===== src/rtl/seq_multiplier_pkg.sv =====
// Shared definitions for the sequential shift-add multiplier.
package seq_multiplier_pkg;

    // Default operand width; the product is twice this wide.
    localparam int DEFAULT_WIDTH = 16;

    // Controller states; encoding 2'd3 is unused and recovers to IDLE.
    typedef enum logic [1:0] {
        S_IDLE = 2'd0,
        S_RUN  = 2'd1,
        S_DONE = 2'd2
    } state_e;

endpackage


===== src/rtl/seq_multiplier_adder.sv =====
// Plain unsigned ripple adder shared by the ALU datapath; carry-out is dropped.
module nbit_adder #(
    parameter int WIDTH = 32
) (
    input  logic [WIDTH-1:0] a_i,
    input  logic [WIDTH-1:0] b_i,
    output logic [WIDTH-1:0] sum_o
);

    // Modulo-2^WIDTH sum; callers guarantee no overflow.
    always_comb begin
        sum_o = a_i + b_i;
    end

endmodule


===== src/rtl/seq_multiplier.sv =====
// Multi-cycle unsigned shift-add multiplier: one partial product per cycle
// through a single shared adder, fixed latency of WIDTH+1 cycles to done.
module seq_multiplier
    import seq_multiplier_pkg::*;
#(
    parameter int WIDTH = DEFAULT_WIDTH
) (
    input  logic               clk,
    input  logic               rst,
    input  logic               start,
    input  logic [WIDTH-1:0]   a,
    input  logic [WIDTH-1:0]   b,
    output logic               busy,
    output logic               done,
    output logic [2*WIDTH-1:0] product
);

    localparam int PW    = 2 * WIDTH;
    localparam int CNT_W = $clog2(WIDTH);
    localparam logic [CNT_W-1:0] CNT_LAST = CNT_W'(WIDTH - 1);

    state_e           state_q, state_d;
    logic [PW-1:0]    acc_q, acc_d;
    logic [PW-1:0]    mcand_q, mcand_d;
    logic [WIDTH-1:0] mplr_q, mplr_d;
    logic [CNT_W-1:0] cnt_q, cnt_d;
    logic [PW-1:0]    product_q, product_d;
    logic             busy_q;
    logic             done_q;
    logic [PW-1:0]    sum;

    // The only adder in the block: accumulator plus shifted multiplicand.
    nbit_adder #(
        .WIDTH(PW)
    ) u_adder (
        .a_i  (acc_q),
        .b_i  (mcand_q),
        .sum_o(sum)
    );

    // Next-state logic for the controller and the shift/accumulate datapath.
    always_comb begin
        state_d   = state_q;
        acc_d     = acc_q;
        mcand_d   = mcand_q;
        mplr_d    = mplr_q;
        cnt_d     = cnt_q;
        product_d = product_q;
        case (state_q)
            S_IDLE: begin
                if (start) begin
                    mcand_d = {{WIDTH{1'b0}}, a};
                    mplr_d  = b;
                    acc_d   = '0;
                    cnt_d   = '0;
                    state_d = S_RUN;
                end
            end
            S_RUN: begin
                acc_d   = mplr_q[0] ? sum : acc_q;
                mcand_d = mcand_q << 1;
                mplr_d  = mplr_q >> 1;
                cnt_d   = cnt_q + CNT_W'(1);
                // Last partial product: publish the final accumulator value.
                if (cnt_q == CNT_LAST) begin
                    product_d = acc_d;
                    state_d   = S_DONE;
                end
            end
            S_DONE: begin
                state_d = S_IDLE;
            end
            default: begin
                state_d = S_IDLE;
            end
        endcase
    end

    // State and datapath registers; busy/done are registered decodes of the next state.
    always_ff @(posedge clk) begin
        if (rst) begin
            state_q   <= S_IDLE;
            acc_q     <= '0;
            mcand_q   <= '0;
            mplr_q    <= '0;
            cnt_q     <= '0;
            product_q <= '0;
            busy_q    <= 1'b0;
            done_q    <= 1'b0;
        end else begin
            state_q   <= state_d;
            acc_q     <= acc_d;
            mcand_q   <= mcand_d;
            mplr_q    <= mplr_d;
            cnt_q     <= cnt_d;
            product_q <= product_d;
            busy_q    <= (state_d != S_IDLE);
            done_q    <= (state_d == S_DONE);
        end
    end

    assign busy    = busy_q;
    assign done    = done_q;
    assign product = product_q;

endmodule


===== config.mk =====
export PLATFORM = sky130hd
export DESIGN_NAME = seq_multiplier
export DESIGN_NICKNAME = d
export VERILOG_FILES = /design/src/rtl/seq_multiplier_pkg.sv /design/src/rtl/seq_multiplier_adder.sv /design/src/rtl/seq_multiplier.sv
export SDC_FILE = /design/constraint.sdc
export NUM_CORES = 1
export LEC_CHECK = 0
export ABC_AREA = 1
export CORE_UTILIZATION = 45
export DETAILED_ROUTE_END_ITERATION = 10
export DONT_BUFFER_PORTS = 1
export RECOVER_POWER = 50
export SLEW_MARGIN = 30
export SYNTH_ARGS = -nofsm -noshare
export SYNTH_HDL_FRONTEND = slang
export SYNTH_SLANG_ARGS = --single-unit

===== constraint.sdc =====
create_clock -name clk -period 1.9 [get_ports clk]
set_input_delay 0.38 -clock clk [delete_from_list [all_inputs] [get_ports clk]]
set_output_delay 0.38 -clock clk [all_outputs]
set_load 0.05 [all_outputs]

; ---- Word-level counts from Yosys, hierarchy flattened
; Index checks and enable logic that the tools add are counted.
[word_totals]
regBits = 120
latch_bits = 0
ram_bits = 0
mem_bits_ro = 0
inputBits = 35
output_inout_bits = 34
wordCells = 31
memories = 0
[classes]
addsub = 2
mul = 0
n_div = 0
magnitude_cmp = 0
n_eq_ne = 4
shift = 0
muxes = 12
bitwise = 0
n_reduce_logical = 5
[ops]
columns = cell, count
row1 = $pmux W32 S2, 2
row2 = $mux W32, 3
row3 = $add A32 B32 Y32, 1
row4 = $pmux W16 S2, 1
row5 = $mux W16, 1
row6 = $pmux W4 S2, 1
row7 = $add A4 B1 Y4 const B, 1
row8 = $eq A4 B4 Y1 const B, 1
row9 = $mux W2, 2
row10 = $mux W4, 1
row11 = $pmux W2 S2, 1
row12 = $reduce_and A2 Y1, 2
row13 = $reduce_bool A2 Y1, 2
row14 = $eq A2 B1 Y1 const B, 1
row15 = $eq A2 B2 Y1 const B, 1
row16 = $logic_not A2 Y1, 1
row17 = $ne A2 B2 Y1 const B, 1

; ---- Longest topological paths before layout
[depth]
word_depth = 4
depth_mapped = 15
mapped_depth_nobuf = 15

; ---- By module
; Synthesis repeated with hierarchy kept, for this count alone.
[unflattened]
hier_cells = 1247
hier_area_um2 = 7537.2
[by_module_without_submodules]
columns = module, instances, cells_per_inst, area_per_inst_um2
row1 = seq_multiplier, 1, 753, 5152.4
row2 = nbit_adder, 1, 494, 2384.8

; ---- Worst setup path after synthesis
; No wires, ideal clock.
[synth_path]
path_kind = reg-to-reg
start = register acc_q[0]
end = register product_q[28] (netlist: product[28])
setup_time_ns = 0.109
arrival_time_ns = 1.765
setup_slack_ns = 0.026
stages_incl_launch_ff = 15
n_path_buf = 0
synth_period_minus_slack_ns = 1.874
path_cell_list = dfxtp_1 -> ha_1 -> fa_1 -> nand3_1 -> nand3_1 -> nand3_1 -> nand3_2 -> nand2_1 -> nand2_1 -> nand2_1 -> nand3_1 -> nand2_1 -> nand2_1 -> nand2_1 -> inv_1
[synth_via]
elab_chain_len = 2
[synth_rtl]
columns = element, line_no
row1 = from (decl), seq_multiplier.sv:23  ; logic [PW-1:0] acc_q, acc_d;
row2 = from (signal assigned), seq_multiplier.sv:83  ; acc_q <= '0;
row3 = from (signal assigned), seq_multiplier.sv:92  ; acc_q <= acc_d;
row4 = $add A32 B32 Y32, seq_multiplier_adder.sv:12  ; sum_o = a_i + b_i;
row5 = $mux W32, seq_multiplier.sv:60  ; acc_d = mplr_q[0] ? sum : acc_q;
row6 = to (signal assigned), seq_multiplier.sv:96  ; product_q <= product_d;
row7 = to (decl), seq_multiplier.sv:27  ; logic [PW-1:0] product_q, product_d;
; Every way passes these cells.
; A chain may end at the register's enable or synchronous reset.

; ---- Final worst setup path
[layout_path]
start = register mcand_q[0]
end = register acc_q[12]
[layout_via]
elab_chain_len = 3
[layout_rtl]
columns = element, line_no
row1 = from (decl), seq_multiplier.sv:24  ; logic [PW-1:0] mcand_q, mcand_d;
row2 = from (signal assigned), seq_multiplier.sv:93  ; mcand_q <= mcand_d;
row3 = $add A32 B32 Y32, seq_multiplier_adder.sv:12
row4 = $mux W32, seq_multiplier.sv:60
row5 = $pmux W32 S2, seq_multiplier.sv:49  ; case (state_q)
; Every way passes these cells.

==> flow_metrics.tcl <==
set metrics [dict create \
    yosysTopAreaCellShare_pct 32.1 \
    drv_slew 0 \
    synth.distinct_cells 37 \
    synth_top_area_cell "dfxtp_1" \
    grt_overflow 0 \
    final_cell_mix "nand2_1, inv_1, buf_4" \
    die_x_um 131 \
    htree_levels 4 \
    synth.ff_latch_count 120 \
    drive_gt1_share_pct 33.9 \
    drtPass1Iterations 6 \
    finalHoldViolCount 0 \
    fill_cells 1432 \
    cts_root_buffer "clkbuf_16" \
    leakagePower_nw 4.74 \
    ios 69 \
    endpoint_kind "flop" \
    layout_min_cycle_time_ns 1.90 \
    initial_core_util_pct 46.6 \
    hpwl_um 15600 \
    slew_headroom_pct 52.6 \
    nets 1335 \
    place_worst_setup_slack_ns -0.143 \
    layout_commonest_cell "nand2_1" \
    grt_max_degree 84 \
    cts_inserted_buffers 17 \
    seq_area_frac_synth_pct 32.1 \
    critical_path.slowest_cell "fa_2" \
    clock_path_buffers 2 \
    gp_congestion 0.934 \
    antenna_found_initial 0 \
    synth.avg_cell_area_um2 6.37 \
    drcViolationCount 0 \
    vias 7528 \
    viasPerCell 5.03 \
    peakVddDrop_v 0.000653 \
    clk_pin_slew_ns 0.07 \
    crit_family "simple AND/OR/NAND/NOR gates" \
    hold_path.class "in2reg" \
    path_class "reg2reg" \
    synth.net_count 1243 \
    maxCapViolations 0 \
    finClkSkew_ns 0.00840 \
    fmax_mhz 527 \
    crit_path_frequent_cell "nand3_4" \
    finalWorstSetupSlack_ns 0.00106 \
    yosys-top-cells-area "dfxtp_1, nand2_1, inv_1, ha_1, nand3_1" \
    wire_per_inst_um 14.9 \
    drtIter0Drc 552 \
    final_cells 1496 \
    die_area_um2 17100 \
    insertion_delay_ns 0.43 \
    hold_path_depth 1 \
    dp_cells 1459 \
    wl_um 22300 \
    finalSetupViolations 0 \
    required_ns 2.26 \
    synthToLayoutAreaGrowth_pct 34.7 \
    die_y_um 131 \
    rows 46 \
    start_kind "flop" \
    status "finished, final reports clean" \
    cts_tree "yes" \
    rr_worst_depth 11 \
    critPathBufInv 1 \
    tightest_slew_ns 0.710 \
    rsz0062_at_grt "true" \
    grt_usage_pct 26.6 \
    powerDensity_nw_per_um2 673 \
    diodes 0 \
    synthCells 1175 \
    grt_pass1_vias 6757 \
    ant_nets 0 \
    path_cells "ha_4, fa_2, nand3_2, nand3_4, nand3_4, nand3_4, buf_6, xnor2_2, nand2_1, nand3_1, a21oi_2" \
    port_buffers 0 \
    fp.coreArea_um2 16100 \
    syn_area_um2 7480 \
    cp_num_cells 11 \
    grt_pass1_wl_um 34600 \
    clock_sinks 120 \
    post-route-period-util_pct 99.9 \
    path_max_fanout 4 \
    yosys_warnings 0 \
    cpPeakStageDelay_ns 0.37 \
    cp_data_arrival_time_ns 2.26 \
]
==> registers in the layout (all words and copies together), names as in the netlist <==
| signal | count |
|---|---|
| busy | 1 |
| state_q | 2 |
| mcand_q | 32 |
| mplr_q | 16 |
| product | 32 |
| acc_q | 32 |
| done | 1 |
| cnt_q | 4 |
==> cell type report <==
type / count / area (µm²) / area share (%)
clock inverter: 15 / 158 / 1.56
inverter: 164 / 616 / 6.11
clock buffer: 17 / 425 / 4.22
timing repair buffer: 116 / 971 / 9.63
multi-input combinational: 848 / 5150 / 51.1
sequential: 120 / 2490 / 24.7
tap: 216 / 270 / 2.68
==> worst register-to-register path: stages, from the launching register on <==
cell,delay (ns)
dfxtp_2,0.34
ha_4,0.16
fa_2,0.37
nand3_2,0.10
nand3_4,0.10
nand3_4,0.08
nand3_4,0.10
buf_6,0.15
xnor2_2,0.12
nand2_1,0.08
nand3_1,0.08
a21oi_2,0.15
==> synth_stat cells (all sizes together) <==
cell type	number
nand2	469
inv	163
dfxtp	120
nand3	89
a21oi	76
nor2	75
ha	32
clkbuf	23
or2	23
buf	20
a22oi	19
o21ai	18
xnor2	15
a31oi	12
nor3	5
a21o	3
o211ai	3
nand4	2
o21bai	2
a221oi	1
a2bb2oi	1
and2	1
clkinv	1
fa	1
xor2	1
==> logic make-up after synthesis <==
logic type / share of synthesized area [%]
xor gates and xnor gates: 1.87
adders and majority gates: 5.62
buffers and inverters: 10.8
and+or+nand+nor: 38.7
AOI/OAI and AO/OA: 10.9
DFF: 32.1
==> stage by stage <==
stage                     TNS (ns)  utilization [%]  hold WS, ns  total power [mW]  area, µm²
after floorplan                  0                -        0.440              3.19       7480
after global placement       -1.13             52.8        0.449              3.44       8480
after detailed placement     -1.88             52.8        0.451              3.44       8480
after CTS                  -0.0132             58.4     0.000200              6.73       9370
after global routing        -0.779             62.8      0.00106              7.03      10100
final                            0             62.8       0.0128              6.79      10100
==> where the power goes <==
part / internal [mW] / leakage, nW / total (mW) / switching [mW]
clock: 1.85 / 0.281 / 3.25 / 1.40
sequential: 2.59 / 1.00 / 2.67 / 0.0769
combinational: 0.380 / 3.46 / 0.868 / 0.488
==> routing by layer <==
layer / track usage (%) / vias to the layer above / part of all wire, %
met2: 39.0 / 184 / 44
li1: - / 3862 / -
met1: 38.7 / 3458 / 49
met3: 5.86 / 24 / 4.7
met4: 7.30 / 0 / 1.4
met5: 0 / - / 0
==> path summary, 6_finish.rpt <==
| kind | end | slack (ns) | startpoint |
|---|---|---|---|
| hold / removal | mcand_q[21] | 0.01 | rst |
| setup / recovery | acc_q[12] | 0.001 | mcand_q[0] |
| setup reg to reg | acc_q[12] | 0.001 | mcand_q[0] |
| hold reg to reg | mplr_q[7] | 0.46 | mplr_q[7] |
==> what timing repair did <==
item	4_1_cts	5_1_grt
buffers inserted	0	3
pin swaps	9	38
hold buffers	1	1
endpoints found under the hold margin	3	4
setup endpoints to repair	38	52
gates resized for setup	48	190
cloned	0	0
No activity file was read; power rests on OpenSTA's default activity.
